[src/rtl/ps2_key_event_controller_if.sv]
// Bus between the scan-code sequencer and its neighbours: the raw byte input
// from the PS/2 receiver and the CPU-side event queue port.
interface ps2_key_event_controller_if #(
  parameter int FIFO_DEPTH = 4
);
  localparam int CW = $clog2(FIFO_DEPTH) + 1;

  logic [7:0]    scanCode;
  logic          scanCodeReady;
  logic          eventRead;
  logic          overflowClear;
  logic          eventValid;
  logic [12:0]   eventData;
  logic [CW-1:0] fifoCount;
  logic [2:0]    modifiers;
  logic          overflow;

  // Driver side: the receiver and the CPU.
  modport master (
    output scanCode, scanCodeReady, eventRead, overflowClear,
    input  eventValid, eventData, fifoCount, modifiers, overflow
  );

  // The sequencer itself.
  modport slave (
    input  scanCode, scanCodeReady, eventRead, overflowClear,
    output eventValid, eventData, fifoCount, modifiers, overflow
  );
endinterface

[src/rtl/ps2_key_event_controller.sv]
// Set-2 scan-code sequencer: resolves E0/F0/E1 prefixes, tracks modifier keys
// and queues one 13-bit key event per keystroke in a first-word-fall-through
// FIFO popped by the CPU.
module ps2_key_event_controller #(
  parameter int FIFO_DEPTH     = 4,
  parameter int PREFIX_TIMEOUT = 1000000
) (
  input logic                       clk,
  input logic                       rst,
  ps2_key_event_controller_if.slave bus
);

  localparam int AW = $clog2(FIFO_DEPTH);
  localparam int CW = AW + 1;
  localparam int TW = $clog2(PREFIX_TIMEOUT + 1);
  localparam logic [TW-1:0] TMO_LAST = TW'(PREFIX_TIMEOUT - 1);

  typedef enum logic [2:0] {
    S_IDLE,
    S_EXT,
    S_BRK,
    S_EXT_BRK,
    S_PAUSE
  } state_t;

  state_t        r_state;
  logic [2:0]    r_skip;
  logic [TW-1:0] r_tmo;
  logic          r_ready_prev;

  logic r_lshift, r_rshift, r_lctrl, r_rctrl, r_lalt, r_ralt;

  logic [12:0]   r_mem [FIFO_DEPTH];
  logic [AW-1:0] r_wr_ptr;
  logic [AW-1:0] r_rd_ptr;
  logic [CW-1:0] r_count;
  logic          r_overflow;

  logic          w_byte_stb;
  logic [7:0]    w_byte;
  logic          w_is_e0, w_is_f0, w_is_e1, w_filt;
  logic          w_push, w_ext, w_rel;
  logic [7:0]    w_code;
  logic w_lshift_n, w_rshift_n, w_lctrl_n, w_rctrl_n, w_lalt_n, w_ralt_n;
  logic [12:0]   w_event;
  logic          w_full, w_empty, w_pop, w_wr_en, w_ovf_set;

  assign w_byte     = bus.scanCode;
  assign w_byte_stb = bus.scanCodeReady & ~r_ready_prev;
  assign w_is_e0    = (w_byte == 8'hE0);
  assign w_is_f0    = (w_byte == 8'hF0);
  assign w_is_e1    = (w_byte == 8'hE1);
  // Self-test, ack, resend, echo and error bytes never describe a key.
  assign w_filt     = (w_byte == 8'hAA) || (w_byte == 8'hFA) || (w_byte == 8'hFE) ||
                      (w_byte == 8'hEE) || (w_byte == 8'h00) || (w_byte == 8'hFF);

  // Decide whether this byte completes a keystroke and what it describes.
  always_comb begin
    w_push = 1'b0;
    w_ext  = 1'b0;
    w_rel  = 1'b0;
    w_code = w_byte;
    if (w_byte_stb) begin
      case (r_state)
        S_IDLE:    w_push = ~(w_is_e0 | w_is_f0 | w_is_e1 | w_filt);
        S_EXT: begin
          w_push = ~(w_is_e0 | w_is_f0 | w_is_e1 | w_filt);
          w_ext  = 1'b1;
        end
        S_BRK: begin
          w_push = ~(w_is_e0 | w_is_f0);
          w_rel  = 1'b1;
        end
        S_EXT_BRK: begin
          w_push = ~(w_is_e0 | w_is_f0);
          w_ext  = 1'b1;
          w_rel  = 1'b1;
        end
        S_PAUSE: begin
          // The whole 8-byte pause sequence collapses into one E1 event.
          w_push = (r_skip == 3'd1);
          w_code = 8'hE1;
        end
        default: w_push = 1'b0;
      endcase
    end
  end

  // Next modifier state, so the event carries the state after this byte.
  always_comb begin
    w_lshift_n = r_lshift;
    w_rshift_n = r_rshift;
    w_lctrl_n  = r_lctrl;
    w_rctrl_n  = r_rctrl;
    w_lalt_n   = r_lalt;
    w_ralt_n   = r_ralt;
    if (w_push) begin
      if (!w_ext && w_code == 8'h12) w_lshift_n = ~w_rel;
      if (!w_ext && w_code == 8'h59) w_rshift_n = ~w_rel;
      if (!w_ext && w_code == 8'h14) w_lctrl_n  = ~w_rel;
      if ( w_ext && w_code == 8'h14) w_rctrl_n  = ~w_rel;
      if (!w_ext && w_code == 8'h11) w_lalt_n   = ~w_rel;
      if ( w_ext && w_code == 8'h11) w_ralt_n   = ~w_rel;
    end
  end

  assign w_event = {w_lalt_n | w_ralt_n, w_lctrl_n | w_rctrl_n, w_lshift_n | w_rshift_n,
                    w_ext, w_rel, w_code};

  assign w_empty   = (r_count == '0);
  assign w_full    = (r_count == CW'(FIFO_DEPTH));
  assign w_pop     = bus.eventRead & ~w_empty;
  assign w_wr_en   = w_push & (~w_full | w_pop);
  assign w_ovf_set = w_push & w_full & ~w_pop;

  // Edge detector; starts high so a level held through reset is not a byte.
  always_ff @(posedge clk) begin
    if (rst) r_ready_prev <= 1'b1;
    else     r_ready_prev <= bus.scanCodeReady;
  end

  // Prefix-sequence FSM with abandon timer for stalled sequences.
  always_ff @(posedge clk) begin
    if (rst) begin
      r_state <= S_IDLE;
      r_skip  <= 3'd0;
      r_tmo   <= '0;
    end else if (w_byte_stb) begin
      r_tmo <= '0;
      case (r_state)
        S_IDLE: begin
          if (w_is_e0)      r_state <= S_EXT;
          else if (w_is_f0) r_state <= S_BRK;
          else if (w_is_e1) begin
            r_state <= S_PAUSE;
            r_skip  <= 3'd7;
          end
        end
        S_EXT: begin
          if (w_is_f0)      r_state <= S_EXT_BRK;
          else if (!w_is_e0) r_state <= S_IDLE;
        end
        S_PAUSE: begin
          r_skip <= r_skip - 3'd1;
          if (r_skip == 3'd1) r_state <= S_IDLE;
        end
        default: r_state <= S_IDLE;
      endcase
    end else if (r_state != S_IDLE) begin
      if (r_tmo == TMO_LAST) begin
        r_state <= S_IDLE;
        r_tmo   <= '0;
      end else begin
        r_tmo <= r_tmo + TW'(1);
      end
    end
  end

  // Modifier key registers.
  always_ff @(posedge clk) begin
    if (rst) begin
      r_lshift <= 1'b0;
      r_rshift <= 1'b0;
      r_lctrl  <= 1'b0;
      r_rctrl  <= 1'b0;
      r_lalt   <= 1'b0;
      r_ralt   <= 1'b0;
    end else begin
      r_lshift <= w_lshift_n;
      r_rshift <= w_rshift_n;
      r_lctrl  <= w_lctrl_n;
      r_rctrl  <= w_rctrl_n;
      r_lalt   <= w_lalt_n;
      r_ralt   <= w_ralt_n;
    end
  end

  // Event FIFO storage; contents are qualified by the count, so no reset.
  always_ff @(posedge clk) begin
    if (w_wr_en) r_mem[r_wr_ptr] <= w_event;
  end

  // FIFO pointers, occupancy and sticky overflow flag.
  always_ff @(posedge clk) begin
    if (rst) begin
      r_wr_ptr   <= '0;
      r_rd_ptr   <= '0;
      r_count    <= '0;
      r_overflow <= 1'b0;
    end else begin
      if (w_wr_en) r_wr_ptr <= r_wr_ptr + AW'(1);
      if (w_pop)   r_rd_ptr <= r_rd_ptr + AW'(1);
      if (w_wr_en && !w_pop)      r_count <= r_count + CW'(1);
      else if (!w_wr_en && w_pop) r_count <= r_count - CW'(1);
      r_overflow <= w_ovf_set | (r_overflow & ~bus.overflowClear);
    end
  end

  assign bus.eventValid = ~w_empty;
  assign bus.eventData  = w_empty ? 13'h0 : r_mem[r_rd_ptr];
  assign bus.fifoCount  = r_count;
  assign bus.modifiers  = {r_lalt | r_ralt, r_lctrl | r_rctrl, r_lshift | r_rshift};
  assign bus.overflow   = r_overflow;

endmodule

[src/flat_wrapper.sv]
// flat-port wrapper written by rule: the top's interface ports become plain ports
module ps2_key_event_controller_flat 
#(
  parameter int FIFO_DEPTH     = 4,
  parameter int PREFIX_TIMEOUT = 1000000
)
  (clk, rst, bus_scanCode, bus_scanCodeReady, bus_eventRead, bus_overflowClear, bus_eventValid, bus_eventData, bus_fifoCount, bus_modifiers, bus_overflow);
  ps2_key_event_controller_if #(.FIFO_DEPTH(FIFO_DEPTH)) bus_i ();
  input logic clk;
  input logic rst;
  input wire logic [$bits(bus_i.scanCode)-1:0] bus_scanCode;
  input wire logic [$bits(bus_i.scanCodeReady)-1:0] bus_scanCodeReady;
  input wire logic [$bits(bus_i.eventRead)-1:0] bus_eventRead;
  input wire logic [$bits(bus_i.overflowClear)-1:0] bus_overflowClear;
  output wire logic [$bits(bus_i.eventValid)-1:0] bus_eventValid;
  output wire logic [$bits(bus_i.eventData)-1:0] bus_eventData;
  output wire logic [$bits(bus_i.fifoCount)-1:0] bus_fifoCount;
  output wire logic [$bits(bus_i.modifiers)-1:0] bus_modifiers;
  output wire logic [$bits(bus_i.overflow)-1:0] bus_overflow;
  assign bus_i.scanCode = bus_scanCode;
  assign bus_i.scanCodeReady = bus_scanCodeReady;
  assign bus_i.eventRead = bus_eventRead;
  assign bus_i.overflowClear = bus_overflowClear;
  assign bus_eventValid = bus_i.eventValid;
  assign bus_eventData = bus_i.eventData;
  assign bus_fifoCount = bus_i.fifoCount;
  assign bus_modifiers = bus_i.modifiers;
  assign bus_overflow = bus_i.overflow;
  ps2_key_event_controller #(.FIFO_DEPTH(FIFO_DEPTH), .PREFIX_TIMEOUT(PREFIX_TIMEOUT)) u_core (.clk(clk), .rst(rst), .bus(bus_i));
endmodule
[config.mk]
export PLATFORM = sky130hd
export DESIGN_NAME = ps2_key_event_controller_flat
export DESIGN_NICKNAME = d
export VERILOG_FILES = /design/src/rtl/ps2_key_event_controller_if.sv /design/src/rtl/ps2_key_event_controller.sv /design/src/flat_wrapper.sv
export SDC_FILE = /design/constraint.sdc
export NUM_CORES = 1
export LEC_CHECK = 0
export ABC_AREA = 1
export CORE_ASPECT_RATIO = 0.5
export CORE_UTILIZATION = 41
export CTS_CLUSTER_DIAMETER = 60
export DETAILED_ROUTE_END_ITERATION = 10
export PLACE_DENSITY = 0.59
export SETUP_SLACK_MARGIN = 0.15
export SLEW_MARGIN = 20
export SYNTH_ARGS = -nofsm -noshare
export SYNTH_HDL_FRONTEND = slang
export SYNTH_SLANG_ARGS = --single-unit
[constraint.sdc]
create_clock -name clk -period 4.7 [get_ports clk]
set_clock_uncertainty 0.1 [all_clocks]
set_input_delay 0.705 -clock clk [delete_from_list [all_inputs] [get_ports clk]]
set_output_delay 0.705 -clock clk [all_outputs]
set_load 0.05 [all_outputs]
==> summary.txt, run 1 <==
Power
  • Leak Pwr: 2.11 nW
  • Sequential fraction of design power: between 30% and 40%
  • Sw Share: a little over a third
  • Combinational share of power: 29.8%
  • Clk network pwr share: a little under a third
  • VDD IR max: about 180 uV
  • PwrDens: ~440 mW/mm^2
  • Switching power: between 800 and 900 uW
  • Overall power: 2.33 mW
  • Internal power: 1.49 mW

Logic synthesis
  • Largest area contributor in the netlist: edfxtp_1
  • Yosys top cell area share: about 34%
  • Primary FF master, synth: edfxtp_1
  • Register area share after synthesis: 53.3%
  • Synth unique cells: 36
  • Synth Register Bits: 95
  • Gate Count Post-Synth: approximately 550
  • YS warnings: 0
  • Synth cell count leaders: nor2_1, nand2_1, inv_1
  • Mean Syn Cell Area: 8.34 sq um
  • Top-count cell post-synth: nor2_1
  • Ys async rst share: 0%
  • Area contributors post-synth: edfxtp_1, dfxtp_1, nor2_1
  • Post-Syn Nets: roughly 570
  • Number of synthesized flops with an enable pin: 52
  • Synth Cell Area: 0.00454 sq mm

Routing
  • DR vias: 3506
  • DRC Markers: 0
  • Routed WL per cell: between 10 and 15 microns
  • Total wire length: around 9.4 mm
  • Vias per cell: about 4.8
  • Initial drt markers: about 120
  • Drt pass-1 iters: 4
  • ANT nets after route: 0

Setup path
  • Crit path DAT: about 2800 ps
  • Worst Path Max Fanout: 14
  • Worst Setup End Kind: primary output
  • Setup CP Type: register to primary output
  • Reg2reg start: u_core.bus.fifoCount[0]
  • Worst endpoint required time: around 4000 ps
  • FF-to-FF path depth: 12
  • Terminus of the critical flop-to-flop path: u_core.bus.fifoCount[2]
  • Critical path launch point type: register
  • Reg2Reg Setup Slack: roughly 2100 ps

GRT
  • Initial antenna violation count: 0
  • First-pass GRT wire length: between 15 and 20 mm
  • Largest net degree at the start of global routing: 28
  • Global Route Usage Sum: between 10% and 20%
  • Grt ovf: 0
  • Vias in the first global route: about 3.3k

Die
  • I/O Pins: 34
  • Die Area: between 0.01 and 0.015 sq mm
  • Initial Util: 43.4%
  • Core ar.: between 0.01 and 0.015 sq mm
  • Die Height: approximately 76 microns
  • FP Rows: 26
  • Die width: 151 microns

Place
  • RePlAce Congestion: around 0.9
  • DP Wirelength: approximately 6.6 mm
  • IO Port Bufs: 33

CTS
  • Post-CTS Hold Fix Bufs: 0
  • Clock transition at path regs: about 70 ps
  • CTS Root Cell: clkbuf_16
  • CTS tree: done
  • Setup Buffers After CTS: 0
  • Clock sinks: 95
  • Clock Path Buffers: 2
  • TritonCTS Buffers: 9
  • Worst skew pair latency: approximately 350 ps
  • Resize count post-CTS: 0
  • H-tree levels: 3

Timing
  • Hold slack: between 300 and 400 ps
  • Fin crit period: about 3600 ps
  • RSZ-0062 raised after global routing: false
  • Final setup TNS: 0 ps
  • Measured slew at the worst slew-check pin: between 500 and 600 ps
  • Final slew viol count: 0
  • Fin. Hold Viols: 0
  • Final period util: 75.9%
  • Relative slew slack: approximately three fifths
  • Fmax: about 280 MHz
  • Setup violators final: 0

Final layout
  • Share of layout cells above drive strength 1: between 7 and 8%
  • Fill cell count: 990
  • Layout area overhead: 17.5%
  • Diodes inserted: 0
  • Nets: around 610

Job
  • Total of max-cap violations: 0

Hold path
  • Worst hold path class: register to register
  • Hold Crit Depth: 1
  • Hold Crit Start: u_core.r_tmo[18]
  • Min-Delay Endpoint: u_core.r_tmo[18]

Run status
  • Run status: finished clean
==> worst max path at each step <==
stage / slack (ps) / endpoint
finish: 1130 / bus_eventData[11]
global route: 880 / bus_eventData[11]
CTS: 1080 / bus_eventData[11]
detailed placement: 1180 / u_core.bus.fifoCount[2]
global placement: 1250 / u_core.bus.fifoCount[2]
floorplan: 1530 / bus_eventData[10]
==> cells in the final DEF, fill, tap and decap left out, types with 2 or more instances in the layout <==
cell type,Yosys,layout
nor2_1,115,115
nand2_1,86,86
inv_1,58,58
edfxtp_1,52,52
dfxtp_1,43,43
o21ai_0,41,41
a21oi_1,40,40
clkdlybuf4s50_1,0,33
nand3_1,31,31
clkbuf_16,0,9
ha_1,8,8
nand4_1,7,7
nor3_1,7,7
or2_2,6,6
inv_2,5,5
buf_4,0,5
inv_6,1,4
nand2_2,3,3
nor2_4,3,3
nor4_1,3,3
xor2_1,3,3
a31oi_1,3,3
nand3_2,2,2
o21ai_1,2,2
nand2_4,2,2
and3_1,2,2
nand3b_1,2,2
inv_8,0,2
==> worst max-delay path, stage by stage, from the launching register on <==
cell and delay (ps):
dfxtp_1 700, inv_1 410, nor2_1 190, o21ai_0 100, a21oi_1 180, clkdlybuf4s50_1 830
==> state kept, by name, indices dropped and copies added (netlist names), named ones only <==
register,count
u_core.r_wr_ptr,2
u_core.r_ralt,1
u_core.bus.overflow,1
u_core.r_rshift,1
u_core.r_tmo,20
u_core.r_lctrl,1
u_core.r_skip,3
u_core.bus.fifoCount,3
u_core.r_rd_ptr,2
u_core.r_ready_prev,1
u_core.r_state,3
u_core.r_rctrl,1
u_core.r_lalt,1
u_core.r_mem,52
u_core.r_lshift,1
==> cells by family (layout without fill, tap and decap cells) <==
family	after synthesis	in the layout	synth area share, %
AO/OA/AOI/OAI	90	90	10.3
XOR/XNOR	4	4	0.771
adder cells (fa/ha/maj)	9	9	2.64
buffers and inverters	75	118	6.33
flip-flops	95	95	53.3
AND/OR/NAND/NOR	272	272	26.6
==> per-stage QoR <==
step / instance area [sq um] / instances / util (%) / worst slack (ps)
2_1_floorplan: 4540 / 545 / - / 1530
3_3_place_gp: 5040 / 712 / 48.2 / 1250
3_5_place_dp: 5040 / 712 / 48.2 / 1180
4_1_cts: 5340 / 728 / 51.0 / 1080
5_1_grt: 5340 / 728 / 51.0 / 884
6_report: 5340 / 728 / 51.0 / 1130
==> cell type report <==
class | count | area, sq um | area share (%)
sequential | 95 | 2420 | 45.4
multi-input combinational | 375 | 1830 | 34.3
timing repair buffer | 38 | 368 | 6.89
inverter | 64 | 245 | 4.59
clock buffer | 10 | 239 | 4.47
tap | 140 | 175 | 3.28
clock inverter | 6 | 57.6 | 1.08
==> metal layers <==
metal	vias up	part of all wire [%]	track usage [%]
met5	-	0	0
met2	49	44	29.4
met1	1559	50	23.7
met3	10	5.2	5.57
met4	0	0.93	4.50
li1	1888	-	-
==> power groups by stage <==
stage	Sequential, mW	Combinational, mW	Clock [mW]
2_1_floorplan	0.966	0.450	0
3_3_place_gp	0.939	0.701	0
3_5_place_dp	0.938	0.701	0
4_1_cts	0.920	0.703	0.734
5_1_grt	0.923	0.753	0.778
6_report	0.919	0.697	0.718
Note: power is estimated with default switching activity, not from simulation.
==> run 2: changes to the inputs <==
PLACE_DENSITY = 0.62   (was 0.59)
clock period = 3 ns   (was 4.7 ns; I/O delays follow)
==> run 2 against run 1 <==
- global-route usage is 0.086 points lower
- worst setup slack worse by 760 ps
- first-iteration DRC count is 54% higher
- sequential power is 57% higher
- non-clock buffer count is 19 higher
- combinational power is 56% higher
- sequential share of layout area is 1.3 points lower
- largest cell class unchanged
==> summary.txt, run 2 (synthesized netlist as in run 1, its figures left out) <==
Final layout
  • Max reg flops: 52
  • Layout area overhead: 21.0%
  • Largest regs: u_core.r_mem: 52 flops, u_core.r_tmo: 20 flops
  • Final core utilization: 52.5%
  • Most frequent cells in the layout: nor2_1, nand2_1, inv_1, edfxtp_1, dfxtp_1
  • Share of layout cells above drive strength 1: between 10% and 20%
  • Final Instance Area: about 0.0055 sq mm
  • Most flop-heavy register: u_core.r_mem
  • Nets: approximately 620
  • Most common cell after layout, fill and taps aside: nor2_1
  • Diodes inserted: 0

CTS
  • Worst skew pair latency: approximately 340 ps
  • Post-CTS Hold Fix Bufs: 0
  • H-tree levels: 3
  • Clock Path Buffers: 2
  • Clock transition at path regs: about 70 ps
  • Setup Buffers After CTS: 0
  • Resize count post-CTS: 3
  • CTS Root Cell: clkbuf_16
  • CTS tree: done
  • TritonCTS Buffers: 9
  • Clock sinks: 95

Place
  • IO Port Bufs: 33
  • RePlAce Congestion: roughly 0.83
  • Post-place instance area: ~0.0052 sq mm
  • DP Wirelength: about 6.7 mm

Die
  • I/O Pins: 34
  • Die width: around 150 microns
  • Die Area: between 0.01 and 0.015 sq mm
  • Core ar.: approximately 0.010 sq mm
  • Die Height: roughly 76 microns
  • Initial Util: between 40% and 50%
  • FP Rows: 26

Setup path
  • Slowest-stage cell, CP: clkdlybuf4s50_1
  • Worst endpoint required time: around 3100 ps
  • Reg2Reg Setup Slack: ~440 ps
  • Critical-path cell list: clkdlybuf4s50_1, inv_2, nand2_1, nor2_1, nand2_1, inv_1, nor2_1, nand2_1, nand2_1, nand2_1, nand2_2, nand3_2, inv_1, ha_1, inv_1, fa_1, a21oi_1, o21ai_1, o21ai_1, a21oi_1
  • Reg2reg start: u_core.bus.fifoCount[0]
  • FF-to-FF path depth: 12
  • Terminus of the critical flop-to-flop path: u_core.bus.fifoCount[2]
  • Crit path DAT: 2760 ps
  • Worst Path Max Fanout: 3
  • Critical path launch point type: primary input
  • CP most frequent cell: nand2_1
  • Max stage delay on crit path: around 530 ps
  • Setup CP Type: primary input to register
  • Worst Setup End Kind: register

Hold path
  • Min-Delay Endpoint: u_core.r_tmo[18]
  • Worst hold path class: register to register
  • Hold Crit Depth: 1
  • Hold Crit Start: u_core.r_tmo[18]

Routing
  • Total wire length: about 9.5 mm
  • ANT nets after route: 0
  • DRC Markers: 0
  • Initial drt markers: 190
  • Vias per cell: between 4 and 5
  • DR vias: approximately 3.6k
  • Drt pass-1 iters: 4
  • Routed WL per cell: approximately 13 microns

Timing
  • Fmax: between 300 and 400 MHz
  • Final period util: 87.5%
  • Final setup TNS: 0 ps
  • Fin crit period: 2620 ps
  • Final slew viol count: 0
  • Measured slew at the worst slew-check pin: 593 ps
  • RSZ-0062 raised after global routing: true
  • Relative slew slack: approximately three fifths
  • Setup violators final: 0
  • Fin. Hold Viols: 0

Run status
  • Run status: finished clean

Power
  • VDD IR max: approximately 280 uV
  • PwrDens: approximately 660 mW/mm^2
  • Leak Pwr: about 2.4 nW

GRT
  • First-pass GRT wire length: approximately 16 mm
  • Largest net degree at the start of global routing: 27
  • Vias in the first global route: 3399
  • Initial antenna violation count: 0
  • Global Route Usage Sum: 18.1%
  • Grt ovf: 0

Job
  • Total of max-cap violations: 0
## run 2: cell types whose count changed in the layout (fill, tap and decap cells not counted), moves of 2 or more
cell / delta
dlygate4sd2_1: +3
buf_4: +19
o21ai_0: -2
dlymetal6s2s_1: +13
clkdlybuf4s50_1: -16
clkinvlp_4: +2
o21ai_1: +2
## run 2: final cells by class
cell class / count / area, sq um
well taps: 140 / 175
clock buffers: 10 / 229
fillers: 971 / 4980
multi-input cells: 375 / 1830
inverters: 64 / 245
flip-flops and latches: 95 / 2420
repair buffers: 57 / 539
clock inverters: 6 / 52.6
## run 2: worst max-delay path: cells and delay by family
family | cells | cell delay (ps)
buffers and inverters | 5 | 790
and+or+nand+nor | 9 | 580
adders and majority gates | 2 | 520
AOI/OAI and AO/OA | 4 | 410
## run 2: report_power, final
part | internal [mW] | switching [mW] | leakage, nW
sequential | 1.41 | 0.0334 | 0.823
clock | 0.575 | 0.503 | 0.132
combinational | 0.317 | 0.769 | 1.41
total | 2.30 | 1.31 | 2.37
## run 2: worst max-delay path by stage
stage                                  startpoint                      end  cells past startpoint
final                             bus_scanCode[4]  u_core.bus.fifoCount[2]                     20
after global routing      u_core.bus.fifoCount[0]  u_core.bus.fifoCount[2]                     12
after CTS                 u_core.bus.fifoCount[0]         bus_eventData[0]                      5
after detailed placement          bus_scanCode[1]  u_core.bus.fifoCount[2]                     20
after global placement            bus_scanCode[4]  u_core.bus.fifoCount[2]                     20
after floorplan           u_core.bus.fifoCount[0]        bus_eventData[10]                      5
## run 2: through the flow
stage          instances  power, mW  worst slack (ps)  hold WS [ps]
2_1_floorplan        545       2.22              85.6           322
3_3_place_gp         731       2.58              37.7           340
3_5_place_dp         731       2.59             -15.6           339
4_1_cts              747       3.65               156           350
5_1_grt              747       3.79               147           380
6_report             747       3.60               375           350
## run 2: metal layers
metal  GRT usage (%)  routed length [microns]  up-vias
li1                -                        -     1916
met5               0                        0        -
met1            23.8                     4620     1673
met2            29.1                     4400       50
met4            5.90                       89        0
met3            4.67                      393        6
